===== src/rtl/shared_adder_sequencer_pkg.sv =====
// Shared constants and state encoding for the shared-slice adder sequencer.
package shared_adder_sequencer_pkg;

  localparam int unsigned NREQ    = 2;
  localparam int unsigned SLICE_W = 2;

  typedef enum logic [1:0] {
    StIdle = 2'd0,
    StRun  = 2'd1,
    StDone = 2'd2
  } state_e;

endpackage


===== src/rtl/shared_adder_sequencer_add_slice2.sv =====
// Combinational 2-bit ripple adder slice: {cout, s} = a + b + cin.
module add_slice2
  import shared_adder_sequencer_pkg::*;
(
  input  logic [SLICE_W-1:0] i_a,
  input  logic [SLICE_W-1:0] i_b,
  input  logic               i_cin,
  output logic [SLICE_W-1:0] o_s,
  output logic               o_cout
);

  always_comb begin
    {o_cout, o_s} = {1'b0, i_a} + {1'b0, i_b} + {{SLICE_W{1'b0}}, i_cin};
  end

endmodule


===== src/rtl/shared_adder_sequencer.sv =====
// Round-robin sequencer sharing one 2-bit adder slice between two requesters;
// a WIDTH-bit add takes WIDTH/2 slice cycles, LSB pair first.
module shared_adder_sequencer
  import shared_adder_sequencer_pkg::*;
#(
  parameter int unsigned WIDTH = 8
) (
  input  logic             clk,
  input  logic             rst,
  input  logic [NREQ-1:0]  req_valid,
  output logic [NREQ-1:0]  req_ready,
  input  logic [WIDTH-1:0] a0,
  input  logic [WIDTH-1:0] b0,
  input  logic             cin0,
  input  logic [WIDTH-1:0] a1,
  input  logic [WIDTH-1:0] b1,
  input  logic             cin1,
  output logic             rsp_valid,
  input  logic             rsp_ready,
  output logic             rsp_id,
  output logic [WIDTH-1:0] rsp_sum,
  output logic             rsp_cout,
  output logic             busy
);

  localparam int unsigned STEPS = WIDTH / 2;
  localparam int unsigned CntW  = (STEPS > 1) ? $clog2(STEPS) : 1;

  if ((WIDTH < 2) || ((WIDTH % 2) != 0)) begin : g_bad_width
    $error("shared_adder_sequencer: WIDTH must be even and >= 2");
  end

  state_e            r_state, w_state_next;
  logic [WIDTH-1:0]  r_op_a, r_op_b, r_sum;
  logic              r_carry, r_id, r_last_grant;
  logic [CntW-1:0]   r_cnt;

  logic              w_pref, w_gnt_vld, w_gnt_id, w_accept, w_last_step;
  logic [SLICE_W-1:0] w_slice_s;
  logic              w_slice_cout;

  add_slice2 u_slice (
    .i_a    (r_op_a[SLICE_W-1:0]),
    .i_b    (r_op_b[SLICE_W-1:0]),
    .i_cin  (r_carry),
    .o_s    (w_slice_s),
    .o_cout (w_slice_cout)
  );

  // Requester after the last one served has priority.
  always_comb begin
    w_pref    = ~r_last_grant;
    w_gnt_vld = 1'b0;
    w_gnt_id  = w_pref;
    if (req_valid[w_pref]) begin
      w_gnt_vld = 1'b1;
      w_gnt_id  = w_pref;
    end else if (req_valid[~w_pref]) begin
      w_gnt_vld = 1'b1;
      w_gnt_id  = ~w_pref;
    end
  end

  assign w_accept    = |(req_valid & req_ready);
  assign w_last_step = (r_cnt == CntW'(STEPS - 1));

  always_ff @(posedge clk) begin
    if (rst) r_state <= StIdle;
    else     r_state <= w_state_next;
  end

  always_comb begin
    w_state_next = r_state;
    unique case (r_state)
      StIdle:  if (w_accept)    w_state_next = StRun;
      StRun:   if (w_last_step) w_state_next = StDone;
      StDone:  if (rsp_ready)   w_state_next = StIdle;
      default: w_state_next = StIdle;
    endcase
  end

  always_comb begin
    req_ready = '0;
    if ((r_state == StIdle) && !rst && w_gnt_vld) req_ready[w_gnt_id] = 1'b1;
    rsp_valid = (r_state == StDone);
    busy      = (r_state != StIdle);
    rsp_id    = r_id;
    rsp_sum   = r_sum;
    rsp_cout  = r_carry;
  end

  // Operands shift right past the slice; sum pairs shift in from the top.
  always_ff @(posedge clk) begin
    if (rst) begin
      r_op_a       <= '0;
      r_op_b       <= '0;
      r_sum        <= '0;
      r_carry      <= 1'b0;
      r_id         <= 1'b0;
      r_cnt        <= '0;
      r_last_grant <= 1'b1;
    end else begin
      unique case (r_state)
        StIdle: begin
          if (w_accept) begin
            r_op_a  <= w_gnt_id ? a1 : a0;
            r_op_b  <= w_gnt_id ? b1 : b0;
            r_carry <= w_gnt_id ? cin1 : cin0;
            r_id    <= w_gnt_id;
            r_cnt   <= '0;
          end
        end
        StRun: begin
          r_op_a  <= r_op_a >> SLICE_W;
          r_op_b  <= r_op_b >> SLICE_W;
          r_sum   <= (r_sum >> SLICE_W) | (WIDTH'(w_slice_s) << (WIDTH - SLICE_W));
          r_carry <= w_slice_cout;
          r_cnt   <= r_cnt + CntW'(1);
        end
        StDone: begin
          if (rsp_ready) r_last_grant <= r_id;
        end
        default: ;
      endcase
    end
  end

endmodule


===== config.mk =====
export PLATFORM = sky130hd
export DESIGN_NAME = shared_adder_sequencer
export DESIGN_NICKNAME = d
export VERILOG_FILES = /design/src/rtl/shared_adder_sequencer_pkg.sv /design/src/rtl/shared_adder_sequencer_add_slice2.sv /design/src/rtl/shared_adder_sequencer.sv
export SDC_FILE = /design/constraint.sdc
export NUM_CORES = 1
export LEC_CHECK = 0
export ABC_AREA = 1
export ABC_CLOCK_PERIOD_IN_PS = 1300
export CAP_MARGIN = 25
export CORE_MARGIN = 1
export CORE_UTILIZATION = 40
export CTS_BUF_LIST = sky130_fd_sc_hd__clkbuf_4
export DETAILED_ROUTE_END_ITERATION = 8
export HOLD_SLACK_MARGIN = 0.02
export PLACE_DENSITY = 0.81
export SETUP_SLACK_MARGIN = 0.02
export SLEW_MARGIN = 0
export SYNTH_ARGS = -nofsm -noshare
export SYNTH_HDL_FRONTEND = slang
export SYNTH_SLANG_ARGS = --single-unit

===== constraint.sdc =====
create_clock -name clk -period 1.3 [get_ports clk]
set_input_delay 0.39 -clock clk [delete_from_list [all_inputs] [get_ports clk]]
set_output_delay 0.39 -clock clk [all_outputs]
set_load 0.02 [all_outputs]

# After elaboration in Yosys (flattened, before gate mapping)
# Index checks and enable logic that the tools add are counted.
# totals
regBits	31
inputBits	39
elab_cells	62
# op_classes
n_addsub	3
order_cmp	4
n_eq_ne	6
n_mux	26
n_bitwise	3
n_reduce_logical	12
# op_table
operator	count
8-bit 2-to-1 mux	4
8-bit one-hot mux with 2 select lines	2
1-bit 2-to-1 mux	11
2-bit 2-to-1 mux	5
6-bit by 8-bit OR with 8-bit output	1
1-bit by 2-bit less-than comparator with 1-bit output (second input constant)	3
2-bit one-hot mux with 3 select lines	1
2-bit AND reduction	3
2-bit == test (second input constant)	2
2-bit != test (second input constant)	2
2-bit one-hot mux with 2 select lines	1
2-bit nonzero test	2
2-bit by 2-bit adder with 3-bit output	1
3-bit by 1-bit adder with 3-bit output	1
1-bit logical AND	3
3-bit AND reduction	1
2-bit by 1-bit adder with 2-bit output (second input constant)	1
2-bit bitwise AND	1
2-bit by 1-bit == test with 1-bit output (second input constant)	1
2-bit zero test	1
2-bit by 1-bit != test with 1-bit output (second input constant)	1
1-bit one-hot mux with 2 select lines	1
2-bit OR reduction	1
1-bit demux with 1-bit select	1
other kinds (3)	3

# Longest topological paths before layout
# logic_depth
ltp_word	13
mapped_depth	8
depth_no_buf	7

# Modules after synthesis
# From an unflattened synthesis, not the netlist that was laid out.
# unflattened
hier_cells	271
area_unflattened_um2	1779.2
# modules_own_cells
mod	instances	cells_each	area_each_um2	seq_area_each_um2
shared_adder_sequencer	1	261	1709.1	620.6
add_slice2	1	10	70.1	0.0

# Least setup slack after synthesis
# OpenSTA, ideal clock, no wires.
# synth_timing
path_type	register to register
startpoint	reg r_carry (netlist: rsp_cout)
endpoint	reg r_carry (netlist: rsp_cout)
setup_ns	0.070
t_arrival_ns	1.547
setup_slack_ns	-0.317
path_stages_with_launch	7
path_buffers	0
path_cell_list	dfxtp_1 inv_1 fa_1 fa_1 nor2_1 nor2_1 a21oi_1
# synth_between
elab_chain_cells	2
# synth_lines
element	line	text
from (decl)	shared_adder_sequencer.sv:35	logic r_carry, r_id, r_last_grant;
from (signal assigned)	shared_adder_sequencer.sv:108	r_carry <= w_gnt_id ? cin1 : cin0;
from (signal assigned)	shared_adder_sequencer.sv:117	r_carry <= w_slice_cout;
3-bit by 1-bit adder with 3-bit output	shared_adder_sequencer_add_slice2.sv:13	{o_cout, o_s} = {1'b0, i_a} + {1'b0, i_b} + {{SLICE_W{1'b0}}, i_cin};
1-bit one-hot mux with 2 select lines	shared_adder_sequencer.sv:103	unique case (r_state)
# Every way passes these cells.
# A chain may end at the register's enable or synchronous reset.

# Worst setup path in the final report
# layout_timing
startpoint	reg r_state[0]
endpoint	out req_ready[1]
# layout_between
elab_chain_cells	4
# layout_lines
element	line	text
from (decl)	shared_adder_sequencer.sv:33	state_e r_state, w_state_next;
from (signal assigned)	shared_adder_sequencer.sv:68	if (rst) r_state <= StIdle;
from (signal assigned)	shared_adder_sequencer.sv:69	else r_state <= w_state_next;
2-bit zero test	shared_adder_sequencer.sv:84	if ((r_state == StIdle) && !rst && w_gnt_vld) req_ready[w_gnt_id] = 1'b1;
1-bit logical AND (2 in a row)	shared_adder_sequencer.sv:84	
2-bit 2-to-1 mux	shared_adder_sequencer.sv:84	
to (decl)	shared_adder_sequencer.sv:11	output logic [NREQ-1:0] req_ready,
# Every way passes these cells.

==> run metrics <==
status=complete, but fails checks; failing checks=setup timing; Internal=1.66 mW; Pre-antenna DRT Iters=4; IO Count=53; total vias in the final route=1714; Met3 Routed Length=183 microns; TritonCTS clock tree=done; final worst slack=-0.270 ns; average size of a mapped cell=7.35 sq um; Worst R2R Path Depth=4; EDFF count, synth=0; DRT iter0 DRCs=67; Power Dens Cells=941 nW/um^2; HP Class=flip-flop to flip-flop; GRT Total Usage=22.0%; fmax=637 MHz; Nets=344; Sw Share=30.5%; Post-synth ARST share=0%; CTS buffer count=5; Seq/Total Area, Yosys=38.6%; max-cap violations=0; combinational share of power=30.5%; n_diodes=0; fin cells=351; # rows=22; DR top layer=met4; sink count of the clock tree=31; Worst-path clk slew=0.10 ns; period utilization=121%; RR Startpoint=r_op_b[0]; synthesized area=1610 sq um; DRC=0; P_sw=732 uW; height of the die=65.4 microns; hpwl dp=3040 microns; area of the multi-input gates=971 sq um; Commonest cells post-synth=45 x nand2_1, 32 x nor2_1, 31 x dfxtp_1; Worst Path Max Fanout=3; Fill cells=326; post-layout util=67.5%; hold path endpoint=r_cnt[1]; Clk pwr share=24.2%; full die area=4280 sq um; Setup Viol. Count Final=21; count leader, synth=nand2_1; RSZ-0062 raised after global routing=yes; WHS Path Cells=2; number of distinct library cells after synthesis=24; fin crit period=1.57 ns; largest area contributor in the netlist=dfxtp_1; Overflow after GRT=0; relative slew slack=70.0%; Seq cells post-synth=31; largest net degree at the start of global routing=28; worst path required time=0.91 ns; starting density of the core=42.7%; Routed Antenna Nets=0; Syn Nets=261; Crit Reg-Reg Endpoint=rsp_sum[7]; Register Area=632 sq um; Area Growth Syn to Fin=58.2%; top post-synthesis cells by area=dfxtp_1 39%, nand2_1 10%, nor2_1 7.5%; hold_sp=r_cnt[1]; initial antenna violation count=0; cell count after synthesis=219; count of input and output buffers=52; Final Wtd Congestion=0.846; peak supply drop=455 uV; synth warn=0; final wirelength=4330 microns; layout cells sized above 1=32.0%; CTS root buf=clkbuf_4; Tot Pwr=2.40 mW; vias in the first global route=1631; first-pass GRT wire length=7080 microns; core box area=3770 sq um; crit end category=output port; Max Clock Skew=0.0111 ns; WL/cell=12.3 microns; Clock Latency Late Sink=0.34 ns; Die X=65.4 microns; max-slew violations=0; critical path arrival=1.18 ns; clock tree buffer depth=2; Synth top area share=38.6%; Main synth FF type=dfxtp_1; Fin. Hold Viols=0; met1 WL=1860 microns; Inst Count DP=336; Leak=1.20 nW; crit path kind=flip-flop to output port; reg-to-reg slack, setup=-0.17 ns; vias per cell=4.88; CTS H-Tree Depth=2; worst slew pin tran=0.448 ns; WL met2=2180 microns; sequential power share=45.2%; CP startpoint kind=flip-flop
## kinds of logic (layout without fill, tap and decap cells)
kind of cell             after synthesis  count (layout)  synth area share (%)
AO/OA/AOI/OAI                         42              42                  15.6
adder cells (fa/ha/maj)                3               3                  3.27
buffers and inverters                 29             112                  9.72
flip-flops                            31              31                  38.6
AND/OR/NAND/NOR                      114             115                  32.8
## worst max-delay path, stage by stage, from the launching register on
cell and delay (ns):
dfxtp_2 0.34, nor2_4 0.19, nand2_4 0.09, nor2_4 0.11
buf_6 0.12
## how the worst max path moves through the flow
stage	start	endpoint	slack (ns)
2_1_floorplan	rsp_cout	rsp_sum[7]	-0.11
3_3_place_gp	req_valid[0]	req_ready[0]	-1.01
3_5_place_dp	req_valid[0]	req_ready[0]	-1.01
4_1_cts	r_state[0]	req_ready[1]	-0.27
5_1_grt	r_state[0]	req_ready[0]	-0.33
6_report	r_state[0]	req_ready[1]	-0.27
## metal layers
| metal | vias to the layer above | global-route usage [%] |
|---|---|---|
| met1 | 777 | 26.3 |
| met3 | 10 | 5.21 |
| met5 | - | 0 |
| met4 | 0 | 9.51 |
| met2 | 48 | 37.4 |
| li1 | 879 | - |
## state kept, by name (all words and copies together) (netlist names)
name          count
r_op_a            8
r_op_b            8
rsp_sum           8
r_cnt             2
r_state           2
r_last_grant      1
rsp_cout          1
rsp_id            1
## power groups by stage
stage | logic (mW) | clock network, mW | registers [mW]
2_1_floorplan | 0.327 | 0 | 1.13
3_3_place_gp | 0.666 | 0 | 1.10
3_5_place_dp | 0.687 | 0 | 1.11
4_1_cts | 0.713 | 0.596 | 1.08
5_1_grt | 0.807 | 0.628 | 1.09
6_report | 0.731 | 0.581 | 1.08
## timing repair
action,in CTS,in global routing
pin swaps,13,6
hold buffers,0,0
gates cloned,2,0
setup buffers,4,3
resized for setup,92,14
setup endpoints to repair,36,25
## cells in the final DEF, fill, tap and decap left out, types with 2 or more instances in the layout
cell type / n
buf_4: 29
and3_4: 3
dfxtp_4: 2
inv_1: 14
buf_12: 2
buf_2: 10
o21ai_1: 2
clkinvlp_4: 2
a21oi_1: 8
dlygate4sd2_1: 2
fa_2: 2
nor2_1: 27
o21ai_0: 18
o21bai_1: 12
clkdlybuf4s50_1: 35
clkbuf_4: 7
dfxtp_1: 26
buf_6: 5
inv_2: 4
dfxtp_2: 3
nand2_1: 42
nand3_2: 7
and3_1: 8
nand2_4: 5
nand3_1: 9
nor2_2: 3
nor2_4: 6
## final cells by class
class                           count  share of cell area [%]
Clock inverter                      1                   0.197
Multi-Input combinational cell    160                    38.1
Timing Repair inverter              1                   0.295
Sequential cell                    31                    24.8
Tap cell                           48                    2.36
Clock buffer                        7                    2.06
Timing Repair Buffer               84                    29.2
Inverter                           19                    2.95
## stage by stage
step           setup slack (ns)  area (sq um)  setup TNS [ns]  hold WS (ns)
6_report                 -0.270          2550           -2.23         0.466
5_1_grt                  -0.327          2550           -3.55         0.505
4_1_cts                  -0.269          2490           -2.57         0.469
3_5_place_dp              -1.01          2360          -15.00         0.455
3_3_place_gp              -1.01          2360          -14.34         0.448
2_1_floorplan            -0.114          1630          -0.162         0.432
No activity file was read; power rests on OpenSTA's default activity.
